## config.mk

```make
export PLATFORM = sky130hd
export DESIGN_NAME = conv2_sched
export DESIGN_NICKNAME = d
export VERILOG_FILES = /design/src/rtl/conv2_sched.sv
export SDC_FILE = /design/constraint.sdc
export NUM_CORES = 1
export LEC_CHECK = 0
export CORE_MARGIN = 1.5
export CORE_UTILIZATION = 37
export DETAILED_ROUTE_END_ITERATION = 10
export GPL_ROUTABILITY_DRIVEN = 0
export PLACE_DENSITY = 0.63
export SYNTH_ARGS = -nofsm -noshare
export SYNTH_HDL_FRONTEND = slang
export SYNTH_SLANG_ARGS = --single-unit
```

## constraint.sdc

```tcl
create_clock -name clock -period 8 [get_ports clock]
set_input_delay 2 -clock clock [delete_from_list [all_inputs] [get_ports clock]]
set_output_delay 2 -clock clock [all_outputs]
set_load 0.005 [all_outputs]
```

## src/rtl/conv2_sched.sv

```systemverilog
// conv2_sched: raster-order window/tap sequencer for the 2-D convolution datapath.
// Issues per-tap image/kernel reads, MAC strobes, and one handshaked write per window.
module conv2_sched #(
    parameter  int unsigned SIZE      = 320,
    parameter  int unsigned SIZEKer   = 3,
    parameter  int unsigned WIDTH_BIT = 16,
    localparam int unsigned OUT       = SIZE - SIZEKer + 1,
    localparam int unsigned IMG_AW    = ($clog2(SIZE * SIZE) > 1) ? $clog2(SIZE * SIZE) : 1,
    localparam int unsigned KER_AW    = ($clog2(SIZEKer * SIZEKer) > 1) ? $clog2(SIZEKer * SIZEKer) : 1,
    localparam int unsigned OUT_AW    = ($clog2(OUT * OUT) > 1) ? $clog2(OUT * OUT) : 1
) (
    input  logic              clock,
    input  logic              reset,
    input  logic              start,
    output logic              busy,
    output logic              done,
    output logic              rd_en,
    output logic [IMG_AW-1:0] img_addr,
    output logic [KER_AW-1:0] ker_addr,
    output logic              mac_en,
    output logic              mac_first,
    output logic              out_we,
    output logic [OUT_AW-1:0] out_addr,
    input  logic              out_ready
);

    localparam int unsigned RW = ($clog2(OUT) > 1) ? $clog2(OUT) : 1;
    localparam int unsigned TW = ($clog2(SIZEKer) > 1) ? $clog2(SIZEKer) : 1;

    if (SIZEKer < 1 || SIZE < SIZEKer || WIDTH_BIT < 1) begin : g_param_check
        $error("conv2_sched: illegal parameter combination");
    end

    typedef enum logic [2:0] {
        S_IDLE,
        S_READ,
        S_WAIT,
        S_WRITE,
        S_DONE
    } state_t;

    state_t        state, state_nx;
    logic [RW-1:0] r, c, r_nx, c_nx;
    logic [TW-1:0] i, j, i_nx, j_nx;
    logic          last_j, last_i, last_c, last_r;

    assign last_j = (j == TW'(SIZEKer - 1));
    assign last_i = (i == TW'(SIZEKer - 1));
    assign last_c = (c == RW'(OUT - 1));
    assign last_r = (r == RW'(OUT - 1));

    // State and window/tap counters
    always_ff @(posedge clock or posedge reset) begin
        if (reset) begin
            state <= S_IDLE;
            r     <= '0;
            c     <= '0;
            i     <= '0;
            j     <= '0;
        end else begin
            state <= state_nx;
            r     <= r_nx;
            c     <= c_nx;
            i     <= i_nx;
            j     <= j_nx;
        end
    end

    // MAC strobes trail the read strobe by the one-cycle memory latency
    always_ff @(posedge clock or posedge reset) begin
        if (reset) begin
            mac_en    <= 1'b0;
            mac_first <= 1'b0;
        end else begin
            mac_en    <= rd_en;
            mac_first <= rd_en && (i == '0) && (j == '0);
        end
    end

    always_comb begin
        state_nx = state;
        r_nx     = r;
        c_nx     = c;
        i_nx     = i;
        j_nx     = j;
        busy     = 1'b0;
        done     = 1'b0;
        rd_en    = 1'b0;
        out_we   = 1'b0;
        img_addr = '0;
        ker_addr = '0;
        out_addr = '0;
        case (state)
            S_IDLE, S_DONE: begin
                done = (state == S_DONE);
                if (start) begin
                    state_nx = S_READ;
                    r_nx     = '0;
                    c_nx     = '0;
                    i_nx     = '0;
                    j_nx     = '0;
                end
            end
            S_READ: begin
                busy     = 1'b1;
                rd_en    = 1'b1;
                img_addr = IMG_AW'((32'(r) + 32'(i)) * SIZE + 32'(c) + 32'(j));
                ker_addr = KER_AW'(32'(i) * SIZEKer + 32'(j));
                if (last_j) begin
                    j_nx = '0;
                    if (last_i) begin
                        i_nx     = '0;
                        state_nx = S_WAIT;
                    end else begin
                        i_nx = i + TW'(1);
                    end
                end else begin
                    j_nx = j + TW'(1);
                end
            end
            S_WAIT: begin
                busy     = 1'b1;
                state_nx = S_WRITE;
            end
            S_WRITE: begin
                busy     = 1'b1;
                out_we   = 1'b1;
                out_addr = OUT_AW'(32'(r) * OUT + 32'(c));
                if (out_ready) begin
                    if (last_r && last_c) begin
                        state_nx = S_DONE;
                    end else begin
                        state_nx = S_READ;
                        if (last_c) begin
                            c_nx = '0;
                            r_nx = r + RW'(1);
                        end else begin
                            c_nx = c + RW'(1);
                        end
                    end
                end
            end
            default: state_nx = S_IDLE;
        endcase
    end

endmodule

```

==> results of run 1 <==
## registers in the layout, summed over array words and instances (netlist names)
name,flops
j,2
c,9
state,3
mac_en,1
r,9
i,2
mac_first,1
## synthesized netlist by cell type (4+ instances only)
cell,count
inv_1,88
ha_1,78
nor2_1,62
xnor2_1,36
nand2_1,33
fa_1,32
dfrtp_1,27
a21oi_1,23
xor2_1,20
nand3_1,16
o21ai_0,14
nor3_1,13
nand4_1,11
a21o_1,8
and2_1,8
and3_1,7
nor2b_1,7
clkbuf_1,5
nand2b_1,5
o31ai_1,5
a211oi_1,4
nor3b_1,4
o21a_1,4
## critical path: stages (launching register included)
cell	delay, ps
dfrtp_2	450
clkinvlp_4	200
fa_1	520
inv_1	50
ha_1	300
fa_1	530
inv_1	50
fa_1	530
inv_1	40
ha_1	370
a21oi_2	230
o211ai_2	120
a311oi_2	400
o31ai_1	130
a21oi_1	200
xor2_1	130
or4_1	500
mux2i_1	170
clkdlybuf4s50_1	510
## layout make-up
type / count / share of cell area [%]
multi-input cells: 430 / 65.6
flip-flops and latches: 27 / 12.6
repair buffers: 57 / 10.1
inverters: 89 / 6.37
well taps: 168 / 3.88
clock buffers: 3 / 1.38
clock inverters: 1 / 0.162
## logic make-up (layout without fill, tap and decap cells)
group	after synthesis	count (layout)	share of synthesized area [%]
xor+xnor	56	56	10.7
fa+ha+maj	110	110	35.2
flops	27	27	14.7
mux	3	3	0.680
simple gates	176	176	18.3
buf+inv	98	150	8.08
compound gates	85	85	12.4
## worst paths after layout
path,cells past startpoint,start,slack [ps],to
worst max-delay path,18,r[7]$_DFFE_PP0P_,290,out_addr[16]
worst min-delay path,1,state[2]$_DFFE_PP0P_,550,state[1]$_DFFE_PP0P_
worst max register to register,11,r[7]$_DFFE_PP0P_,5320,r[8]$_DFFE_PP0P_
worst min register to register,1,state[2]$_DFFE_PP0P_,550,state[1]$_DFFE_PP0P_
max in group asynchronous,3,reset,5590,r[2]$_DFFE_PP0P_
min in group asynchronous,3,reset,2100,i[1]$_DFFE_PP0P_
## per-stage QoR
stage | util [%] | area (um^2)
2_1_floorplan | - | 4600
3_3_place_gp | 43.6 | 5260
3_5_place_dp | 43.6 | 5260
4_1_cts | 44.3 | 5350
5_1_grt | 45.0 | 5420
6_report | 45.0 | 5420
## power breakdown
part	internal (mW)	switching, mW
sequential	0.159	0.0502
clock	0.0694	0.0536
combinational	0.230	0.233
## metal layers
layer	routed length [um]	share of wire (%)	track usage, %	vias up
li1	-	-	-	1945
met1	4910	48	22.8	1819
met2	4860	48	27.9	69
met3	238	2.3	1.22	17
met4	197	1.9	4.58	0
met5	0	0	0	-
## what timing repair did
action | in CTS | in global routing
buffers inserted | 0 | 7
resized for setup | 0 | 10
setup endpoints to repair | 0 | 2
==> run_results.csv, run 1 <==
group,metric,value,unit
place,dp.cells,764,
finish,multi_input_area,3550,um^2
finish,mostFrequentLayoutCell,"inv_1",
worst_setup_path,required,6000,ps
detailed_routing,drc,0,
global_routing,grt_max_degree,28,
logic_synthesis,ys_warn_count,0,
worst_setup_path,worst-path-max-fanout,6,
pwr,cellLeakagePower,2.61,nW
clocking,clock-sinks,27,
clocking,numCtsBuffers,3,
floorplan,die_h,114,um
logic_synthesis,synth_enable_flop_cells,0,
finish,instances_no_fill,775,
logic_synthesis,synth_area_per_cell,8.28,um^2
detailed_routing,vias,3850,
sta,min_period_over_period,96.3,%
sta,setup-violations-final,0,
sta,fin_crit,7710,ps
logic_synthesis,synth.cell_area,4600,um^2
logic_synthesis,ys_seq_area_share,14.7,%
sta,worst_pin_slew,1140,ps
finish,most-common-layout-cells,"85 x inv_1, 78 x ha_1, 62 x nor2_1, 47 x clkdlybuf4s50_1, 36 x xnor2_1",
clocking,cts-root-buf,"clkbuf_16",
finish,seqCellArea,683,um^2
logic_synthesis,ys_ff_latch,27,
detailed_routing,routed_via_density,4.97,
clocking,clkLatencyLatePin,270,ps
global_routing,grt_antenna_before_repair,0,
sta,tns,0,ps
place,dpl.hpwl,8580,um
run,drv_cap,0,
sta,fin_skew,3.89,ps
sta,fin_hold_ws,548,ps
floorplan,ioPinCount,48,
clocking,clk_pin_slew,70,ps
floorplan,fp.dieW,114,um
worst_setup_path,startpoint_type,"flop",
detailed_routing,ant_nets,0,
sta,rsz0062_at_grt,"false",
place,place_ws,499,ps
pwr,p_total,795,uW
place,io_buffers,47,
floorplan,coreArea,12100,um^2
sta,slew_violations,0,
status,status,"finished clean",
worst_setup_path,cp.arrival,5710,ps
finish,num-fill-cells,1217,
worst_setup_path,cp-end-kind,"primary output",
floorplan,dieArea,13100,um^2
pwr,p_per_area,147,nW/um^2
sta,fin_ws,294,ps
sta,hold_violations,0,
detailed_routing,dr.pass1.iters,4,
clocking,hold_buffers,0,
finish,drive_gt1_share,5.60,%
finish,area_delta_synth_final,17.9,%
clocking,ctsLongestPathBuffers,2,
logic_synthesis,synthArstFlopShare,100,%
hold_path,hold_class,"flop to flop",
floorplan,initial_core_util,38.1,%
logic_synthesis,yosys-top-cells-area,"ha_1 21%, dfrtp_1 15%, fa_1 14%",
detailed_routing,wl_per_cell,13.2,um
sta,max_slew_margin,23.3,%
logic_synthesis,post-synth-top-area-fraction,21.2,%
worst_setup_path,critPathKind,"flop to primary output",
clocking,htree_levels,1,
detailed_routing,drt-initial-drc-count,111,
global_routing,grt_pass1_wl,17900,um
logic_synthesis,synth.net_count,669,
clocking,cts_tree,"built",
global_routing,grt.total_usage,16.5,%
finish,final_nets,722,
finish,num_antenna_cells,0,
logic_synthesis,yosys.area.top_type,"ha_1",
sta,fmax,130,MHz
detailed_routing,totalWireLength,10200,um
logic_synthesis,synth_ff_type,"dfrtp_1",
floorplan,rows,40,
logic_synthesis,synthCells,555,
global_routing,grt.overflow.total,0,
logic_synthesis,yosysUniqueCellTypes,53,
global_routing,grt_pass1_vias,3855,
pwr,ir_worst_vdd,88.5,uV
(Power assumes the default switching activity.)
==> inputs of run 2 (changes only) <==
CORE_UTILIZATION = 45   (was 37)
PLACE_DENSITY = 0.73   (was 0.63)
TNS_END_PERCENT = 5   (was not set)
clock period = 8.3 ns   (was 8 ns; I/O delays follow)
==> run_results.csv, run 2 (synthesis gave the netlist of run 1 again) <==
group,metric,value,unit
worst_setup_path,cp_top_family,"adder cells",
detailed_routing,drc,0,
global_routing,grt_antenna_before_repair,0,
worst_setup_path,path_common_cell,"inv_1",
clocking,clkLatencyLatePin,300,ps
floorplan,initial_core_util,46.6,%
sta,hold_violations,0,
global_routing,grt_max_degree,28,
finish,num_antenna_cells,0,
status,status,"finished clean",
floorplan,coreArea,9860,um^2
pwr,p_comb_share,60.7,%
hold_path,hold_class,"flop to flop",
clocking,clk_pin_slew,120,ps
worst_setup_path,cpPeakStageDelay,560,ps
floorplan,dieArea,10800,um^2
worst_setup_path,cp-end-kind,"primary output",
sta,worst_pin_slew,1060,ps
global_routing,grtUsageMet3,1.38,%
sta,min_period_over_period,96.5,%
place,io_buffers,47,
sta,max_slew_margin,28.9,%
sta,fin_crit,8010,ps
detailed_routing,wl_per_cell,13.6,um
worst_setup_path,critPathKind,"flop to primary output",
floorplan,die_h,104,um
worst_setup_path,crit_buf_inv,5,
sta,tns,0,ps
sta,fin_skew,17.8,ps
finish,drive_gt1_share,2.68,%
clocking,cts_setup_buffers,0,
global_routing,grt.total_usage,19.3,%
sta,setup-violations-final,0,
pwr,power.net_switching,318,uW
clocking,numCtsBuffers,3,
worst_setup_path,worst-path-max-fanout,6,
detailed_routing,vias,3850,
global_routing,top_usage_layer,"met2",
worst_setup_path,cp.arrival,5930,ps
finish,area_delta_synth_final,14.3,%
worst_setup_path,slowest_stage,"fa_1",
clocking,cts_tree,"built",
detailed_routing,drt-initial-drc-count,114,
global_routing,grt.overflow.total,0,
finish,reg_top3,"c x9, r x9, state x3",
detailed_routing,totalWireLength,9920,um
worst_setup_path,startpoint_type,"flop",
pwr,p_int,408,uW
run,drv_cap,0,
pwr,p_per_area,138,nW/um^2
pwr,clkPwrFrac,11.7,%
global_routing,grt_use_met2,34.6,%
pwr,p_sw_share,43.8,%
pwr,p_total,725,uW
floorplan,fp.dieW,104,um
global_routing,grt_pass1_vias,3935,
pwr,ir_worst_vdd,135,uV
detailed_routing,dr.pass1.iters,4,
pwr,seqPwrFrac,27.7,%
finish,most-common-layout-cells,"88 x inv_1, 78 x ha_1, 62 x nor2_1, 47 x clkdlybuf4s50_1, 36 x xnor2_1",
sta,slew_violations,0,
clocking,ctsLongestPathBuffers,2,
finish,fin_area,5260,um^2
detailed_routing,routed_via_density,5.27,
floorplan,ioPinCount,48,
worst_setup_path,cp_cell_sequence,"inv_1 -> fa_1 -> inv_1 -> ha_1 -> fa_1 -> inv_1 -> fa_1 -> inv_1 -> ha_1 -> and2_1 -> nand2b_1 -> a311oi_2 -> o31ai_1 -> a21oi_1 -> xor2_1 -> or4_1 -> mux2i_1 -> clkdlybuf4s50_1",
clocking,cts-root-buf,"clkbuf_8",
sta,rsz0062_at_grt,"false",
global_routing,grt_pass1_wl,17700,um
place,place_area,5200,um^2
clocking,htree_levels,1,
sta,fmax,125,MHz
finish,final_nets,713,
detailed_routing,ant_nets,0,
finish,mostFrequentLayoutCell,"inv_1",
place,dpl.hpwl,8390,um
floorplan,rows,36,
finish,num-fill-cells,908,
clocking,clock-sinks,27,
pwr,cellLeakagePower,2.56,nW
worst_setup_path,required,6230,ps
global_routing,grtUsageMet1,24.7,%
[run 2: final timing paths]
kind	startpoint	to	slack (ps)	cells after the start
setup / recovery	r[6]$_DFFE_PP0P_	out_addr[16]	290	18
max in group asynchronous	reset	r[5]$_DFFE_PP0P_	5240	2
hold reg to reg	state[2]$_DFFE_PP0P_	state[1]$_DFFE_PP0P_	540	1
min in group asynchronous	reset	mac_first$_DFF_PP0_	2340	2
setup reg to reg	c[2]$_DFFE_PP0P_	r[7]$_DFFE_PP0P_	5720	9
hold / removal	state[2]$_DFFE_PP0P_	state[1]$_DFFE_PP0P_	540	1
[run 2: power groups by stage]
stage | Clock, mW | Sequential (mW) | Combinational [mW]
floorplan | 0 | 0.187 | 0.282
global placement | 0 | 0.202 | 0.428
detailed placement | 0 | 0.203 | 0.441
CTS | 0.0840 | 0.201 | 0.444
global route | 0.0887 | 0.209 | 0.500
finish | 0.0846 | 0.201 | 0.440
[run 2: metrics by stage]
step | utilization [%] | hold WS [ps] | std cells | worst slack [ps]
finish | 53.3 | 541 | 731 | 292
global route | 53.3 | 578 | 731 | 36.4
CTS | 53.3 | 535 | 731 | 293
detailed placement | 52.8 | 518 | 727 | 639
global placement | 52.8 | 501 | 727 | 848
floorplan | - | 467 | 555 | 1520
[run 2: per-layer routing]
metal / routed length, um / vias to the layer above
li1: - / 1935
met1: 4520 / 1804
met2: 4850 / 90
met3: 279 / 21
met4: 262 / 0
met5: 0 / -
[run 2: layout make-up]
cell class / count / area (um^2) / share of cell area, %
sequential: 27 / 677 / 12.9
tap: 133 / 166 / 3.17
multi-input combinational: 430 / 3550 / 67.6
inverter: 89 / 334 / 6.36
clock inverter: 1 / 8.76 / 0.167
clock buffer: 3 / 41.3 / 0.786
timing repair buffer: 48 / 478 / 9.09
[run 2: repair_timing]
item | 4_1_cts | 5_1_grt
gates resized for setup | 0 | 1
endpoints found under the setup margin | 0 | 1
hold buffers | 0 | 0
==> inputs of run 3 (changes only) <==
CTS_CLUSTER_SIZE = 8   (was not set)
==> results of run 3 <==
No change in the layout: final DEF, timing and power equal those of run 2.
